--- config.mk ---
export PLATFORM = sky130hd
export DESIGN_NAME = taxi_dma_ram_demux_rd_ord
export DESIGN_NICKNAME = d
export VERILOG_FILES = /design/src/rtl/taxi_dma_ram_demux_pkg.sv /design/src/rtl/taxi_dma_ram_demux_tag_fifo.sv /design/src/rtl/taxi_dma_ram_demux_rd_ord.sv
export SDC_FILE = /design/constraint.sdc
export NUM_CORES = 1
export LEC_CHECK = 0
export ABC_AREA = 1
export CAP_MARGIN = 20
export CELL_PAD_IN_SITES_DETAIL_PLACEMENT = 2
export CELL_PAD_IN_SITES_GLOBAL_PLACEMENT = 2
export CORE_AREA = 3 3 302 304
export CTS_CLUSTER_DIAMETER = 150
export DETAILED_ROUTE_END_ITERATION = 12
export DIE_AREA = 0 0 305 307
export PLACE_DENSITY_LB_ADDON = 0.3
export RECOVER_POWER = 100
export SETUP_SLACK_MARGIN = 0.4
export SLEW_MARGIN = 20
export SYNTH_ARGS = -nofsm -noshare
export SYNTH_HDL_FRONTEND = slang
export SYNTH_SLANG_ARGS = --single-unit
--- constraint.sdc ---
create_clock -name clk -period 5.5 [get_ports clk]
set_clock_uncertainty 0.05 [all_clocks]
set_input_delay 0.825 -clock clk [delete_from_list [all_inputs] [get_ports clk]]
set_output_delay 0.825 -clock clk [all_outputs]
set_load 0.02 [all_outputs]
--- src/rtl/taxi_dma_ram_demux_pkg.sv ---
// rtl/taxi_dma_ram_demux_pkg.sv - shared tag type and select-width helper for the ordered RAM read demux
package taxi_dma_ram_demux_pkg;

    localparam int TAG_PORT_W = 4;

    typedef struct packed {
        logic                  err;
        logic [TAG_PORT_W-1:0] port;
    } tag_t;

    function automatic int sel_w(input int ports);
        return (ports > 1) ? $clog2(ports) : 1;
    endfunction

endpackage

--- src/rtl/taxi_dma_ram_demux_tag_fifo.sv ---
// rtl/taxi_dma_ram_demux_tag_fifo.sv - per-segment FIFO of outstanding read tags
module taxi_dma_ram_demux_tag_fifo #(
    parameter int W     = 5,
    parameter int DEPTH = 8
) (
    input  logic         clk,
    input  logic         rst_n,
    input  logic         push,
    input  logic [W-1:0] din,
    input  logic         pop,
    output logic [W-1:0] dout,
    output logic         full,
    output logic         empty
);
    localparam int AW = $clog2(DEPTH);

    logic [W-1:0]  mem [DEPTH];
    logic [AW-1:0] wr_ptr;
    logic [AW-1:0] rd_ptr;
    logic [AW:0]   count;

    assign full  = (count == (AW+1)'(DEPTH));
    assign empty = (count == '0);
    assign dout  = mem[rd_ptr];

    // Callers only push when not full and pop when not empty
    always_ff @(posedge clk or negedge rst_n) begin
        if (!rst_n) begin
            wr_ptr <= '0;
            rd_ptr <= '0;
            count  <= '0;
        end else begin
            if (push) wr_ptr <= wr_ptr + 1'b1;
            if (pop)  rd_ptr <= rd_ptr + 1'b1;
            case ({push, pop})
                2'b10:   count <= count + 1'b1;
                2'b01:   count <= count - 1'b1;
                default: count <= count;
            endcase
        end
    end

    always_ff @(posedge clk) begin
        if (push) mem[wr_ptr] <= din;
    end

endmodule

--- src/rtl/taxi_dma_ram_demux_rd_ord.sv ---
// rtl/taxi_dma_ram_demux_rd_ord.sv - in-order RAM read demux; TAXI_DMA_RAM_DEMUX_ERR_EN enables out-of-range error replies
module taxi_dma_ram_demux_rd_ord
    import taxi_dma_ram_demux_pkg::*;
#(
    parameter int PORTS      = 4,
    parameter int SEGS       = 2,
    parameter int SEG_ADDR_W = 10,
    parameter int SEG_DATA_W = 64,
    parameter int DEPTH      = 8
) (
    input  logic                                      clk,
    input  logic                                      rst_n,
    input  logic [SEGS*(SEG_ADDR_W+sel_w(PORTS))-1:0] s_cmd_addr,
    input  logic [SEGS-1:0]                           s_cmd_valid,
    output logic [SEGS-1:0]                           s_cmd_ready,
    output logic [SEGS*SEG_DATA_W-1:0]                s_resp_data,
    output logic [SEGS-1:0]                           s_resp_err,
    output logic [SEGS-1:0]                           s_resp_valid,
    input  logic [SEGS-1:0]                           s_resp_ready,
    output logic [PORTS*SEGS*SEG_ADDR_W-1:0]          m_cmd_addr,
    output logic [PORTS*SEGS-1:0]                     m_cmd_valid,
    input  logic [PORTS*SEGS-1:0]                     m_cmd_ready,
    input  logic [PORTS*SEGS*SEG_DATA_W-1:0]          m_resp_data,
    input  logic [PORTS*SEGS-1:0]                     m_resp_valid,
    output logic [PORTS*SEGS-1:0]                     m_resp_ready,
    output logic                                      err_flag
);
    localparam int SEL_W = sel_w(PORTS);
    localparam int S_AW  = SEG_ADDR_W + SEL_W;
`ifdef TAXI_DMA_RAM_DEMUX_ERR_EN
    localparam int FIFO_W = $bits(tag_t);
    logic [SEGS-1:0] seg_err_cmd;
`else
    localparam int FIFO_W = TAG_PORT_W;
`endif

    for (genvar s = 0; s < SEGS; s++) begin : g_seg
        logic [SEL_W-1:0]      sel_raw;
        logic [TAG_PORT_W-1:0] sel;
        logic                  bad;
        logic                  port_ready;
        logic                  full, empty, push, pop;
        logic [FIFO_W-1:0]     fifo_din, fifo_dout;
        tag_t                  head;
        logic [PORTS-1:0]      cmd_valid, resp_ready;
        logic                  head_valid;
        logic [SEG_DATA_W-1:0] head_data;
        logic                  beat_in, stall, load_skid, load_from_skid, load_from_head;
        logic                  out_valid, skid_valid;
        logic [SEG_DATA_W-1:0] out_data, skid_data;

        assign sel_raw = s_cmd_addr[s*S_AW+SEG_ADDR_W +: SEL_W];

        always_comb begin
            sel = TAG_PORT_W'(sel_raw);
            bad = 1'b0;
            if (int'(sel_raw) >= PORTS) begin
`ifdef TAXI_DMA_RAM_DEMUX_ERR_EN
                bad = 1'b1;
`else
                sel = TAG_PORT_W'(PORTS-1);
`endif
            end
        end

        always_comb begin
            cmd_valid  = '0;
            port_ready = bad;
            for (int p = 0; p < PORTS; p++) begin
                if (sel == TAG_PORT_W'(p)) begin
                    cmd_valid[p] = rst_n & s_cmd_valid[s] & ~full & ~bad;
                    port_ready   = port_ready | m_cmd_ready[p*SEGS+s];
                end
            end
        end

        assign s_cmd_ready[s] = rst_n & ~full & port_ready;
        assign push           = s_cmd_valid[s] & s_cmd_ready[s];

`ifdef TAXI_DMA_RAM_DEMUX_ERR_EN
        assign fifo_din       = {bad, sel};
        assign head           = fifo_dout;
        assign seg_err_cmd[s] = push & bad;
`else
        assign fifo_din = sel;
        assign head     = '{err: 1'b0, port: fifo_dout};
`endif

        taxi_dma_ram_demux_tag_fifo #(.W(FIFO_W), .DEPTH(DEPTH)) u_tag_fifo (
            .clk   (clk),
            .rst_n (rst_n),
            .push  (push),
            .din   (fifo_din),
            .pop   (pop),
            .dout  (fifo_dout),
            .full  (full),
            .empty (empty)
        );

        // Only the head port may hand over data; marker tags reply with zero data
        always_comb begin
            resp_ready = '0;
            head_valid = 1'b0;
            head_data  = '0;
            for (int p = 0; p < PORTS; p++) begin
                if (head.port == TAG_PORT_W'(p)) begin
                    resp_ready[p] = rst_n & ~empty & ~skid_valid & ~head.err;
                    head_valid    = m_resp_valid[p*SEGS+s];
                    head_data     = m_resp_data[(p*SEGS+s)*SEG_DATA_W +: SEG_DATA_W];
                end
            end
            if (head.err) begin
                head_valid = 1'b1;
                head_data  = '0;
            end
        end

        assign beat_in        = ~empty & ~skid_valid & head_valid;
        assign pop            = beat_in;
        assign stall          = out_valid & ~s_resp_ready[s];
        assign load_skid      = stall & beat_in;
        assign load_from_skid = ~stall & skid_valid;
        assign load_from_head = ~stall & ~skid_valid & beat_in;

        always_ff @(posedge clk or negedge rst_n) begin
            if (!rst_n) begin
                out_valid  <= 1'b0;
                out_data   <= '0;
                skid_valid <= 1'b0;
                skid_data  <= '0;
            end else begin
                if (load_skid) begin
                    skid_valid <= 1'b1;
                    skid_data  <= head_data;
                end else if (load_from_skid) begin
                    skid_valid <= 1'b0;
                end
                if (load_from_skid) begin
                    out_data <= skid_data;
                end else if (load_from_head) begin
                    out_data <= head_data;
                end
                if (!stall) out_valid <= skid_valid | beat_in;
            end
        end

`ifdef TAXI_DMA_RAM_DEMUX_ERR_EN
        logic out_err, skid_err;
        always_ff @(posedge clk or negedge rst_n) begin
            if (!rst_n) begin
                out_err  <= 1'b0;
                skid_err <= 1'b0;
            end else begin
                if (load_skid)      skid_err <= head.err;
                if (load_from_skid) out_err  <= skid_err;
                else if (load_from_head) out_err <= head.err;
            end
        end
        assign s_resp_err[s] = out_err;
`else
        assign s_resp_err[s] = 1'b0;
`endif

        assign s_resp_valid[s]                           = out_valid;
        assign s_resp_data[s*SEG_DATA_W +: SEG_DATA_W]   = out_data;

        for (genvar p = 0; p < PORTS; p++) begin : g_port
            assign m_cmd_valid[p*SEGS+s]  = cmd_valid[p];
            assign m_resp_ready[p*SEGS+s] = resp_ready[p];
            assign m_cmd_addr[(p*SEGS+s)*SEG_ADDR_W +: SEG_ADDR_W] = s_cmd_addr[s*S_AW +: SEG_ADDR_W];
        end
    end

`ifdef TAXI_DMA_RAM_DEMUX_ERR_EN
    always_ff @(posedge clk or negedge rst_n) begin
        if (!rst_n)            err_flag <= 1'b0;
        else if (|seg_err_cmd) err_flag <= 1'b1;
    end
`else
    assign err_flag = 1'b0;
`endif

endmodule

==> results.toml <==
[floorplan]
core_region_area_um2 = 88500
design.die.area_um2 = 93600
initial_standard_cell_utilization_of_the_core_pct = 21.4
die_span_y_um = 307
io_pins = 789
floorplan.rows = 109
fp.dieW_um = 305

[timing]
worst_slew_pin_slew_ns = 2.07
finalSetupViolCount = 0
hold_violations = 0
rsz0062_at_grt = "no"
fmax_mhz = 217
timing.final.max_slew_violations = 203
min_period_over_period_pct = 83.6
finalWorstSetupSlack_ns = 0.901
layout_min_cycle_time_ns = 4.60
slew_headroom_pct = -37.9
setup_tns_ns = 0

[setup_path]
timing.reg2reg.worst_path_depth = 13
timing.critical_path.required_ns = 4.62
regToRegStartpoint = "g_seg[0].u_tag_fifo.rd_ptr[0]"
worst_path_class_setup = "reg -> out"
worst_setup_path_startpoint = "g_seg[0].u_tag_fifo.rd_ptr[0]"
setup.worst_path.start_class = "flip-flop"
reg2reg_setup_slack_ns = 0.99
worst_setup_end_kind = "output port"
reg2reg_to = "g_seg[0].out_data[0]"
worst-path-max-fanout = 45
critPathArrivalTime_ns = 3.72

[clocking]
cts_post_setup_buffers_inserted = 0
cts_buffers = 42
cts.htree.levels = 2
clock_path_buffers = 3
cts_resized = 0
hold_fix_buffer_count_after_cts = 0
clkLatencyLatePin_ns = 0.55
cts_root_buf = "clkbuf_16"
clock_tree_from_tritoncts = "done"
worst_setup_hold_path_clk_slew_ns = 0.06
tritoncts_num_sinks = 312

[synthesis]
synthCells = 2697
synth_warnings = 0
ys_types = 35
netlist_area_um2 = 18900
post_synth.cell_area_avg_um2 = 7.02
yosys_register_bits = 312
yosysSeqAreaShare_pct = 42.1

[layout]
design.final.nets = 3747
layout-drive-gt1-share_pct = 3.55
layout.cell_area.non_filler_um2 = 27200
post-route-util_pct = 30.7
areaGrowthSynthToFinish_pct = 43.5

[power_and_ir_drop]
power_density_nw_per_um2 = 705
ir_drop_worst_case_vdd_mv = 0.397
cellLeakagePower_nw = 12.8
p_total_w = 0.0192

[placed_design]
portBuffers = 685
place.detailed.hpwl_um = 74000
pre_cts_ws_ns = 1.15
place_congestion = 0.831
placed_area_um2 = 25900

[run]
maxCapViolations = 4

[global_routing]
grt_first_pass_wirelength_um = 150000
first_global_vias = 23500
grt_antenna_before_repair = 1
pin_count_of_the_biggest_net_entering_global_routing = 143
grt_remaining_overflow = 0
global_route.usage.total_pct = 20.5

[detailed_routing]
route.antenna.remaining_nets = 0
first_pass_iters = 4
via_count = 20800
dr.first_iter.drc_count = 1219
post-route-drc-count = 0
detail_route.wirelength_um = 98800
wl_cell_um = 22.6
route.detailed.vias_per_inst = 4.75

[outcome]
outcome = "finished with violations"
violations = "max-capacitance violations, max-slew violations"

[hold_path]
min-delay-path-class = "in -> async"
==> logic make-up after synthesis <==
kind of cell	count (synthesis)	synth area share [%]
other	1	0.0198
flip-flops	312	42.1
XOR/XNOR	12	0.555
AO/OA/AOI/OAI	19	0.595
buffers and inverters	345	10.2
AND/OR/NAND/NOR	1997	45.7
adder cells (fa/ha/maj)	11	0.767
==> power by group <==
part | internal (W) | total, W | switching, W
combinational | 0.00353 | 0.0126 | 0.00904
clock | 0.00160 | 0.00268 | 0.00108
sequential | 0.00332 | 0.00391 | 0.000583
total | 0.00845 | 0.0192 | 0.0107
==> synth_stat cells (all sizes together) <==
cell	number	area, um^2
a211oi	1	7.51
a21oi	3	15.0
a31oi	2	12.5
a32o	1	10.0
a41oi	2	17.5
buf	228	1490
clkbuf	47	176
conb	1	3.75
dfrtp	280	7010
edfxtp	32	961
fa	1	20.0
ha	10	125
inv	70	273
nand2	1253	4750
nand3	560	2810
nand3b	2	15.0
nand4	130	813
nor2	32	159
nor3	18	90.1
o21ai	10	50.1
or2	2	12.5
xnor2	4	35.0
xor2	8	70.1
==> state kept, by name (all words and copies together) (netlist names) <==
| signal | flops |
|---|---|
| g_seg.out_data | 128 |
| g_seg.out_valid | 2 |
| g_seg.skid_data | 128 |
| g_seg.skid_valid | 2 |
| g_seg.u_tag_fifo.count | 8 |
| g_seg.u_tag_fifo.mem | 32 |
| g_seg.u_tag_fifo.rd_ptr | 6 |
| g_seg.u_tag_fifo.wr_ptr | 6 |
==> critical path: stages, from the launching register on <==
cell and delay [ns]:
dfrtp_1 0.62, inv_6 0.09, nand2_1 0.09, nand3_1 0.10, nand3_1 0.13, nand2_1 0.94, nor3_1 0.43, dlygate4sd3_1 0.73
==> stage by stage <==
step                      std cells  hold WS, ns
after floorplan                2699        0.392
after global placement         4298        0.403
after detailed placement       4299        0.413
after CTS                      4373        0.126
after global routing           4373        0.140
final                          4374        0.140
==> placed cells by master, fill, tap and decap left out, types with 4 or more instances in the layout <==
master,instances
buf_4,18
clkbuf_1,13
clkbuf_16,43
clkbuf_8,12
clkdlybuf4s50_1,534
dfrtp_1,280
dlygate4sd3_1,150
edfxtp_1,32
ha_1,10
inv_1,63
inv_4,4
nand2_1,1241
nand2_2,6
nand2_4,6
nand3_1,560
nand4_1,130
nor2_1,26
nor2_4,5
nor3_1,18
o21ai_0,8
xnor2_1,4
xor2_1,8
==> final cells by class <==
type	count	area [um^2]
Timing Repair Buffer	710	7070
Multi-Input combinational cell	2042	9040
Clock inverter	8	56.3
Antenna cell	1	2.50
Sequential cell	312	7970
Tap cell	1165	1460
Inverter	70	278
Fill cell	10200	61300
Clock buffer	66	1280
==> metal layers <==
metal	GRT usage [%]	share of wire [%]	wire length, um
met5	0	0	0
met2	38.6	52	51900
met4	5.41	2.5	2510
met3	4.27	4.9	4880
met1	23.6	40	39600
==> how the worst max path moves through the flow <==
| stage | to | slack [ns] | cells past startpoint |
|---|---|---|---|
| CTS | m_resp_ready[0] | 1.38 | 9 |
| detailed placement | g_seg[1].u_tag_fifo.count[2] | 1.15 | 13 |
| finish | m_resp_ready[6] | 0.90 | 7 |
| floorplan | g_seg[0].u_tag_fifo.count[3] | 2.78 | 15 |
| global placement | g_seg[1].u_tag_fifo.count[2] | 1.35 | 13 |
| global route | g_seg[0].out_data[0] | 0.60 | 13 |
No activity file was read; power rests on OpenSTA's default activity.
